[config.mk]
export PLATFORM = sky130hd
export DESIGN_NAME = pipe_issue_stage
export DESIGN_NICKNAME = d
export VERILOG_FILES = /design/src/rtl/pipe_pkg.sv /design/src/rtl/pipe_sync_fifo.sv /design/src/rtl/pipe_issue_stage.sv
export SDC_FILE = /design/constraint.sdc
export NUM_CORES = 1
export LEC_CHECK = 0
export ABC_AREA = 0
export CAP_MARGIN = 20
export CORE_ASPECT_RATIO = 0.5
export CORE_MARGIN = 3
export CORE_UTILIZATION = 45
export DETAILED_ROUTE_END_ITERATION = 16
export PLACE_DENSITY = 0.67
export RECOVER_POWER = 50
export SETUP_SLACK_MARGIN = 0.3
export SYNTH_ARGS = -nofsm -noshare
export SYNTH_HDL_FRONTEND = slang
export SYNTH_SLANG_ARGS = --single-unit
[constraint.sdc]
create_clock -name clk -period 8.01 [get_ports clk]
set_input_delay 1.602 -clock clk [delete_from_list [all_inputs] [get_ports clk]]
set_output_delay 1.602 -clock clk [all_outputs]
set_load 0.03 [all_outputs]
[src/rtl/pipe_pkg.sv]
// Shared definitions for the issue stage of the 4-stage register/ALU/memory
// pipeline: instruction field positions, ALU opcode values and the
// operand-use helpers that the RAW interlock relies on.
package pipe_pkg;

  localparam int INSTR_W = 24;

  // Field positions inside the packed 24-bit instruction word.
  localparam int FUNC_HI = 23;
  localparam int FUNC_LO = 20;
  localparam int RD_HI   = 19;
  localparam int RD_LO   = 16;
  localparam int RS1_HI  = 15;
  localparam int RS1_LO  = 12;
  localparam int RS2_HI  = 11;
  localparam int RS2_LO  = 8;
  localparam int ADDR_HI = 7;
  localparam int ADDR_LO = 0;

  // Field order matches the bit positions above, MSB first.
  typedef struct packed {
    logic [3:0] func;
    logic [3:0] rd;
    logic [3:0] rs1;
    logic [3:0] rs2;
    logic [7:0] addr;
  } instr_t;

  typedef enum logic [3:0] {
    FN_ADD  = 4'd0,
    FN_SUB  = 4'd1,
    FN_AND  = 4'd2,
    FN_NOT  = 4'd3,
    FN_MOVB = 4'd4,
    FN_OR   = 4'd5,
    FN_XOR  = 4'd6,
    FN_ST   = 4'd7,
    FN_LD   = 4'd8,
    FN_NEGB = 4'd9,
    FN_INC  = 4'd10,
    FN_SHL  = 4'd11
  } func_e;

  localparam logic [3:0] FN_LAST_LEGAL = 4'd11;

  function automatic logic is_illegal(input logic [3:0] func);
    return func > FN_LAST_LEGAL;
  endfunction

  // Opcodes 4 and 9 take only the B operand; every other legal opcode reads rs1.
  function automatic logic uses_rs1(input logic [3:0] func);
    logic res;
    res = 1'b0;
    if (!is_illegal(func) && func != FN_MOVB && func != FN_NEGB) res = 1'b1;
    return res;
  endfunction

  // Opcodes 3, 8, 10 and 11 take only the A operand.
  function automatic logic uses_rs2(input logic [3:0] func);
    logic res;
    res = 1'b0;
    case (func)
      FN_ADD, FN_SUB, FN_AND, FN_MOVB, FN_OR, FN_XOR, FN_ST, FN_NEGB: res = 1'b1;
      default: res = 1'b0;
    endcase
    return res;
  endfunction

endpackage

[src/rtl/pipe_sync_fifo.sv]
// Single-clock instruction buffer for the issue stage.
// Ports:
//   clk, rst_n      clock, asynchronous active-low reset
//   push, push_data write request and word (ignored when full)
//   pop             remove the head word (ignored when empty)
//   full, empty     occupancy flags
//   head            word at the read pointer (meaningless when empty)
// Pointers carry one extra MSB so full and empty are distinguishable
// without a separate occupancy counter.
module pipe_sync_fifo #(
  parameter int WIDTH = 24,
  parameter int DEPTH = 4
) (
  input  logic             clk,
  input  logic             rst_n,
  input  logic             push,
  input  logic [WIDTH-1:0] push_data,
  input  logic             pop,
  output logic             full,
  output logic             empty,
  output logic [WIDTH-1:0] head
);

  localparam int AW = $clog2(DEPTH);

  logic [WIDTH-1:0] mem [DEPTH];
  logic [AW:0]      wr_ptr;
  logic [AW:0]      rd_ptr;
  logic             do_push;
  logic             do_pop;

  assign empty   = (wr_ptr == rd_ptr);
  assign full    = (wr_ptr[AW] != rd_ptr[AW]) && (wr_ptr[AW-1:0] == rd_ptr[AW-1:0]);
  assign do_push = push && !full;
  assign do_pop  = pop && !empty;
  assign head    = mem[rd_ptr[AW-1:0]];

  always_ff @(posedge clk or negedge rst_n) begin
    if (!rst_n) begin
      wr_ptr <= '0;
      rd_ptr <= '0;
    end else begin
      if (do_push) wr_ptr <= wr_ptr + 1'b1;
      if (do_pop)  rd_ptr <= rd_ptr + 1'b1;
    end
  end

  // Storage needs no reset: entries are only visible between the pointers.
  always_ff @(posedge clk) begin
    if (do_push) mem[wr_ptr[AW-1:0]] <= push_data;
  end

endmodule

[src/rtl/pipe_issue_stage.sv]
// Front stage of the 4-stage register/ALU/memory pipeline. Buffers packed
// instruction words, decodes one per clock into register/func/addr fields,
// interlocks on RAW hazards against recently issued destinations and drops
// words with illegal opcodes.
// Ports:
//   clk, rst_n            clock, asynchronous active-low reset
//   in_valid, in_instr    incoming instruction word {func,rd,rs1,rs2,addr}
//   in_ready              buffer can accept a word (buffer not full)
//   issue_valid           fields carry a real instruction this cycle
//   rs1, rs2, rd, func    decoded register specifiers and ALU opcode
//   addr                  memory word address
//   illegal_err           one-cycle pulse when an illegal word is dropped
//   issue_cnt, bubble_cnt saturating counts of issues and hazard bubbles
module pipe_issue_stage
  import pipe_pkg::*;
#(
  parameter int FIFO_DEPTH = 4,
  parameter int HAZ_WINDOW = 3
) (
  input  logic                clk,
  input  logic                rst_n,
  input  logic                in_valid,
  input  logic [INSTR_W-1:0]  in_instr,
  output logic                in_ready,
  output logic                issue_valid,
  output logic [3:0]          rs1,
  output logic [3:0]          rs2,
  output logic [3:0]          rd,
  output logic [3:0]          func,
  output logic [7:0]          addr,
  output logic                illegal_err,
  output logic [15:0]         issue_cnt,
  output logic [15:0]         bubble_cnt
);

  // A producer's writeback lands on the HAZ_WINDOW-th edge after it issues,
  // so a consumer may issue on that very edge. Only the HAZ_WINDOW-1 slots in
  // between need tracking; a window of 1 therefore never interlocks.
  localparam int  SB_DEPTH = (HAZ_WINDOW > 1) ? HAZ_WINDOW - 1 : 1;
  localparam bit  SB_EN    = (HAZ_WINDOW > 1);

  logic               fifo_full;
  logic               fifo_empty;
  logic [INSTR_W-1:0] fifo_head;
  logic               fifo_pop;
  instr_t             head_instr;

  logic [SB_DEPTH-1:0] sb_valid;
  logic [3:0]          sb_rd [SB_DEPTH];

  logic head_illegal;
  logic rs1_hit;
  logic rs2_hit;
  logic hazard;
  logic do_issue;
  logic do_drop;

  logic [15:0] issue_cnt_q;
  logic [15:0] bubble_cnt_q;

  assign in_ready = !fifo_full;

  pipe_sync_fifo #(
    .WIDTH (INSTR_W),
    .DEPTH (FIFO_DEPTH)
  ) u_fifo (
    .clk       (clk),
    .rst_n     (rst_n),
    .push      (in_valid),
    .push_data (in_instr),
    .pop       (fifo_pop),
    .full      (fifo_full),
    .empty     (fifo_empty),
    .head      (fifo_head)
  );

  assign head_instr   = instr_t'(fifo_head);
  assign head_illegal = is_illegal(head_instr.func);

  // RAW check of the head's used sources against in-flight destinations.
  always_comb begin
    rs1_hit = 1'b0;
    rs2_hit = 1'b0;
    for (int i = 0; i < SB_DEPTH; i++) begin
      if (SB_EN && sb_valid[i] && sb_rd[i] == head_instr.rs1) rs1_hit = 1'b1;
      if (SB_EN && sb_valid[i] && sb_rd[i] == head_instr.rs2) rs2_hit = 1'b1;
    end
  end

  assign hazard   = !fifo_empty && !head_illegal &&
                    ((uses_rs1(head_instr.func) && rs1_hit) ||
                     (uses_rs2(head_instr.func) && rs2_hit));
  assign do_issue = !fifo_empty && !head_illegal && !hazard;
  assign do_drop  = !fifo_empty && head_illegal;
  assign fifo_pop = do_issue || do_drop;

  // Bubbles and dropped words shift in as invalid so they never interlock.
  always_ff @(posedge clk or negedge rst_n) begin
    if (!rst_n) begin
      sb_valid <= '0;
      for (int i = 0; i < SB_DEPTH; i++) sb_rd[i] <= '0;
    end else begin
      for (int i = SB_DEPTH - 1; i > 0; i--) begin
        sb_valid[i] <= sb_valid[i-1];
        sb_rd[i]    <= sb_rd[i-1];
      end
      sb_valid[0] <= do_issue;
      sb_rd[0]    <= head_instr.rd;
    end
  end

  // Fields only change on a real issue; downstream qualifies on issue_valid.
  always_ff @(posedge clk or negedge rst_n) begin
    if (!rst_n) begin
      issue_valid <= 1'b0;
      illegal_err <= 1'b0;
      rs1         <= '0;
      rs2         <= '0;
      rd          <= '0;
      func        <= '0;
      addr        <= '0;
    end else begin
      issue_valid <= do_issue;
      illegal_err <= do_drop;
      if (do_issue) begin
        rs1  <= head_instr.rs1;
        rs2  <= head_instr.rs2;
        rd   <= head_instr.rd;
        func <= head_instr.func;
        addr <= head_instr.addr;
      end
    end
  end

  // Illegal drops are not hazard bubbles and are excluded from bubble_cnt.
  always_ff @(posedge clk or negedge rst_n) begin
    if (!rst_n) begin
      issue_cnt_q  <= '0;
      bubble_cnt_q <= '0;
    end else begin
      if (do_issue && issue_cnt_q != 16'hFFFF) issue_cnt_q <= issue_cnt_q + 16'd1;
      if (hazard && bubble_cnt_q != 16'hFFFF)  bubble_cnt_q <= bubble_cnt_q + 16'd1;
    end
  end

  assign issue_cnt  = issue_cnt_q;
  assign bubble_cnt = bubble_cnt_q;

endmodule

## Yosys cells after proc, flatten, opt, wreduce, memory -nomap -nowiden

Memory sizes are Yosys's and may differ from the RTL's.
Cells that the tools add are included.

| storage, ports and cells | value |
|---|---|
| bits in registers | 74 |
| memory bits (writable) | 96 |
| memory bits (read-only) | 16 |
| input bits | 27 |
| output and inout bits | 59 |
| logic and storage cells | 62 |
| memories | 2 |

Memories:

| name | words | bits a word | rd ports | clocked after memory_dff | wr ports | RTL line | source |
|---|---|---|---|---|---|---|---|
| u_fifo.mem | 4 | 24 | 1 | 0 | 1 | pipe_sync_fifo.sv:26 | `logic [WIDTH-1:0] mem [DEPTH];` |
| (no name shown) | 16 | 1 | 1 | 0 | 0 | pipe_pkg.sv:62 | `case (func)` |

| operators by class | value |
|---|---|
| $add $sub $neg | 4 |
| order comparisons | 1 |
| equal/unequal tests | 11 |
| muxes and demuxes | 7 |
| reduce and logical (&&, ||, !) cells | 23 |

Operator list:

| cell | count |
|---|---|
| $add 16x1->16 const B | 2 |
| $ne 16x16->1 const B | 2 |
| $logic_and 1x1->1 | 17 |
| $eq 4x4->1 | 4 |
| $mux 1 | 7 |
| $add 3x1->3 const B | 2 |
| $gt 4x4->1 const B | 1 |
| $logic_not 1->1 | 4 |
| $ne 4x3->1 const B | 1 |
| $ne 4x4->1 const B | 1 |
| $eq 3x3->1 | 1 |
| $eq 2x2->1 | 1 |
| $logic_or 1x1->1 | 2 |
| $ne 1x1->1 | 1 |

## Depth between registers and ports, before layout

An unclocked memory read counts as a cell.

| logic depth | value |
|---|---|
| depth after elaboration | 13 |
| depth in mapped cells | 12 |
| gate-level depth less buffers | 7 |

## Cells and area by module

From an unflattened synthesis, not the netlist that was laid out.

| unflattened totals | value |
|---|---|
| cell total of the unflattened synthesis | 428 |
| area, all modules | 7115.6 sq um |

By module, submodules not included:

| module | instances | cells each | area each (sq um) | seq. area each (sq um) |
|---|---|---|---|---|
| pipe_sync_fifo | 1 | 174 | 3981.3 | 3032.9 |
| pipe_issue_stage | 1 | 254 | 3134.3 | 1676.6 |

## Least setup slack after synthesis

Ideal clock, no wire load.

| path | value |
|---|---|
| kind | reg-to-output |
| from | register u_fifo.rd_ptr[0] |
| to | output in_ready |
| arrival | 1.403 ns |
| required time | 6.408 ns |
| slack | 5.005 ns |
| stages on the path, launching flop included | 6 |
| path buffers | 3 |
| cells stage by stage | dfrtp_1 buf_6 buf_4 buf_2 xnor2_1 nand3_1 |

| on the way | value |
|---|---|
| cells in the longest elaborated chain, start to end | 3 |

Ends and longest elaborated chain:

| item | RTL line | source |
|---|---|---|
| start, declared | pipe_sync_fifo.sv:28 | `logic [AW:0] rd_ptr;` |
| start signal, assigned | pipe_sync_fifo.sv:44 | `if (do_pop) rd_ptr <= rd_ptr + 1'b1;` |
| $eq 2x2->1 | pipe_sync_fifo.sv:33 | `assign full = (wr_ptr[AW] != rd_ptr[AW]) && (wr_ptr[AW-1:0] == rd_ptr[AW-1:0]);` |
| $logic_and 1x1->1 | pipe_sync_fifo.sv:33 |  |
| $logic_not 1->1 | pipe_issue_stage.sv:61 | `assign in_ready = !fifo_full;` |
| end, declared | pipe_issue_stage.sv:24 | `output logic in_ready,` |

No other way between the ends.

==> flow_metrics.env <==
export IMPL_max_slew_worst_pin_slew_ns=4.019
export IMPL_power_leakage_nw=3.373
export IMPL_htree_levels=4
export IMPL_floorplan_initialDensity=0.4727
export IMPL_crit_reg2reg_capture="addr[2]"
export IMPL_floorplan_rows=31
export IMPL_grt_setup_unrepaired="false"
export IMPL_cts_sinks=169
export IMPL_arrival_ns=4.41
export IMPL_timing_hold_violations_final=0
export IMPL_route_detailed_vias_per_inst=5.302
export IMPL_amount_of_wire_on_met2_after_detailed_routing_um=6422
export IMPL_postLayoutSetupSlackWorst_ns=2.877
export IMPL_crit_fanout=73
export IMPL_vdd_drop_max_mv=0.2533
export IMPL_worst_endpoint_required_ns=7.29
export IMPL_worstSkewPairLatency_ns=0.42
export IMPL_place_detailed_instances=698
export IMPL_avgSynthCellArea_um2=16.60
export IMPL_final_min_period_over_clock_period=0.6408
export IMPL_grt_util_all_layers=0.1599
export IMPL_core_area_um2=14890
export IMPL_cpLargestDelayFamily="buffers and inverters"
export IMPL_first_pass_grt_wire_length_um=21030
export IMPL_antenna_diode_count=0
export IMPL_drt_wl_cell_um=18.16
export IMPL_drc=0
export IMPL_synth_seq_area_share=0.6689
export IMPL_max_cap_violations=2
export IMPL_drt_pre_antenna_iters=4
export IMPL_max_freq_mhz=194.8
export IMPL_violations="capacitance limit, slew limit"
export IMPL_antenna_found_initial=0
export IMPL_timing_max_transition_violations_final=99
export IMPL_ys_flop_type="sky130_fd_sc_hd__edfxtp_1"
export IMPL_port_buffer_count=85
export IMPL_hold_path_class="reg2reg"
export IMPL_totalPowerFinal_mw=3.883
export IMPL_timing_critical_path_cells="clkbuf_1"
export IMPL_finalSetupViolations=0
export IMPL_layout_cells_most_common="sky130_fd_sc_hd__edfxtp_1"
export IMPL_cts_root_buffer="sky130_fd_sc_hd__clkbuf_16"
export IMPL_cts_resized=0
export IMPL_timing_final_crit_period_ns=5.133
export IMPL_grt_start_max_net_pins=74
export IMPL_ff_to_ff_start="u_fifo.rd_ptr[1]"
export IMPL_place_area_um2=8095
export IMPL_post_synth_instance_area_um2=7041
export IMPL_synth_ff_latch_count=169
export IMPL_worst_clock_skew_ns=0.01128
export IMPL_route_vias_total=3876
export IMPL_final_layout_size_suffix_gt1_frac=0.1839
export IMPL_cts_max_path_buffers=2
export IMPL_crit_path_top_delay_cell="sky130_fd_sc_hd__clkbuf_1"
export IMPL_nFillCells=1175
export IMPL_min_from="issue_cnt[10]"
export IMPL_slowest_delay_ns=2.78
export IMPL_setup_tns_final_ns=0
export IMPL_grt_pass1_vias=3881
export IMPL_chipWidth_um=182.9
export IMPL_gp_congestion=0.7712
export IMPL_critPathCaptureType="asynchronous set/reset pin"
export IMPL_mostFrequentLayoutCells="96 x sky130_fd_sc_hd__edfxtp_1, 72 x sky130_fd_sc_hd__dfrtp_1, 60 x sky130_fd_sc_hd__clkdlybuf4s50_1"
export IMPL_cts_tree="yes"
export IMPL_cts_repair_timing_setup_buffer_count=0
export IMPL_postRouteWirelength_um=13270
export IMPL_criticalPathCategory="in2async"
export IMPL_met3_wire_len_um=607
export IMPL_synth_warning_count=0
export IMPL_clk_pin_slew_ns=0.07
export IMPL_r2r_worst_path_cells=9
export IMPL_critical_path_n_buffers_inverters=1
export IMPL_syn_to_final_growth_pct=24.03
export IMPL_postRouteAntennaNets=0
export IMPL_power_density_nw_per_um2=444.7
export IMPL_net_count_of_the_mapped_netlist=458
export IMPL_postCtsHoldBufs=0
export IMPL_layout_cell_area_non_filler_um2=8732
export IMPL_fin_cells=731
export IMPL_synthCells=424
export IMPL_ff2ff_setup_slack_ns=3.44
export IMPL_place_detailed_hpwl_um=8235
export IMPL_min_path_cells=1
export IMPL_status="finished with violations"
export IMPL_slew_limit_headroom=-1.680
export IMPL_die_outline_area_um2=17270
export IMPL_num_nets_final=554
export IMPL_worstHoldEndpoint="issue_cnt[10]"
export IMPL_met1_length_um=6136
export IMPL_number_of_flops_mapped_to_enable_cells_by_yosys=96
export IMPL_tritoncts_num_buffers=17
export IMPL_pre_cts_slack_ns=3.758
export IMPL_crit_path_start_kind="input port"
export IMPL_num_ports=86
export IMPL_drt_iter0_drc=227
export IMPL_synth_lib_cells_used_distinct=36
export IMPL_die_h_um=94.45
export IMPL_topRoutingLayerUsed="met4"
export IMPL_post_route_util=0.5863
export IMPL_async_reset_ff_frac=0.4320
export IMPL_worst_case_hold_slack_ns=0.4860
export IMPL_overflow=0
cell usage after synthesis, types with 2 or more instances:
| cell | number | share of area |
|---|---|---|
| sky130_fd_sc_hd__edfxtp_1 | 96 | 0.41 |
| sky130_fd_sc_hd__dfrtp_1 | 73 | 0.26 |
| sky130_fd_sc_hd__xnor2_1 | 26 | 0.032 |
| sky130_fd_sc_hd__xor2_1 | 25 | 0.031 |
| sky130_fd_sc_hd__mux4_2 | 22 | 0.070 |
| sky130_fd_sc_hd__mux2_4 | 17 | 0.036 |
| sky130_fd_sc_hd__nand3_1 | 16 | 0.011 |
| sky130_fd_sc_hd__and3_1 | 15 | 0.013 |
| sky130_fd_sc_hd__nand2_1 | 15 | 0.0080 |
| sky130_fd_sc_hd__nand4_1 | 15 | 0.013 |
| sky130_fd_sc_hd__mux2_2 | 12 | 0.019 |
| sky130_fd_sc_hd__mux2i_1 | 11 | 0.016 |
| sky130_fd_sc_hd__nor2_1 | 9 | 0.0048 |
| sky130_fd_sc_hd__nor3_1 | 9 | 0.0064 |
| sky130_fd_sc_hd__ha_1 | 7 | 0.012 |
| sky130_fd_sc_hd__nor2b_1 | 7 | 0.0062 |
| sky130_fd_sc_hd__clkbuf_1 | 6 | 0.0032 |
| sky130_fd_sc_hd__nand3b_1 | 5 | 0.0053 |
| sky130_fd_sc_hd__nor4_1 | 5 | 0.0044 |
| sky130_fd_sc_hd__buf_2 | 4 | 0.0028 |
| sky130_fd_sc_hd__buf_6 | 4 | 0.0064 |
| sky130_fd_sc_hd__inv_1 | 4 | 0.0021 |
| sky130_fd_sc_hd__a2bb2oi_1 | 2 | 0.0025 |
| sky130_fd_sc_hd__and2_1 | 2 | 0.0018 |
| sky130_fd_sc_hd__buf_4 | 2 | 0.0021 |
| sky130_fd_sc_hd__o2111ai_1 | 2 | 0.0025 |
| sky130_fd_sc_hd__o21ai_0 | 2 | 0.0014 |
| sky130_fd_sc_hd__o41ai_2 | 2 | 0.0046 |
| sky130_fd_sc_hd__or3b_2 | 2 | 0.0025 |
logic make-up (layout without fill, tap and decap cells):
group / count (synthesis) / after routing / synth area share
multiplexers: 62 / 62 / 0.1415
XOR/XNOR: 51 / 51 / 0.06344
AO/OA/AOI/OAI: 11 / 11 / 0.01475
adder cells (fa/ha/maj): 7 / 7 / 0.01244
AND/OR/NAND/NOR: 104 / 104 / 0.08228
flip-flops: 169 / 169 / 0.6689
buffers and inverters: 20 / 129 / 0.01670
final cells by class:
| cell class | count | area, um2 | area share |
|---|---|---|---|
| Multi-Input combinational cell | 235 | 2221 | 0.2543 |
| Clock buffer | 17 | 425.4 | 0.04872 |
| Tap cell | 198 | 247.7 | 0.02837 |
| Sequential cell | 169 | 4711 | 0.5395 |
| Timing Repair Buffer | 93 | 909.6 | 0.1042 |
| Clock inverter | 15 | 202.7 | 0.02321 |
| Inverter | 4 | 15.01 | 0.001719 |
how the worst max path moves through the flow:
| stage | end | cells past startpoint | start | slack [ns] |
|---|---|---|---|---|
| 2_1_floorplan | in_ready | 5 | u_fifo.rd_ptr[0] | 5.01 |
| 3_3_place_gp | addr[2] | 8 | u_fifo.rd_ptr[0] | 3.81 |
| 3_5_place_dp | addr[2] | 8 | u_fifo.rd_ptr[0] | 3.76 |
| 4_1_cts | addr[2] | 8 | u_fifo.rd_ptr[0] | 3.74 |
| 5_1_grt | u_fifo.rd_ptr[0] | 1 | rst_n | 1.92 |
| 6_report | u_fifo.rd_ptr[0] | 1 | rst_n | 2.88 |
sequential cells by signal, indices dropped and copies added, names as in the netlist:
register,count
rd,4
rs2,4
u_fifo.mem,96
rs1,4
sb_rd,8
u_fifo.wr_ptr,3
issue_cnt,16
illegal_err,1
bubble_cnt,16
u_fifo.rd_ptr,3
addr,8
func,4
sb_valid,2
where the power goes:
| group | internal, mW | switching [mW] | total, mW |
|---|---|---|---|
| Combinational | 0.806 | 0.857 | 1.66 |
| Sequential | 1.20 | 0.180 | 1.38 |
| Clock | 0.456 | 0.387 | 0.843 |
metal layers:
layer / vias up / GRT usage
met5: - / 0
met1: 1979 / 0.2170
met3: 9 / 0.03809
met2: 94 / 0.2643
met4: 0 / 0.04117
li1: 1794 / -
(Power assumes the default switching activity.)
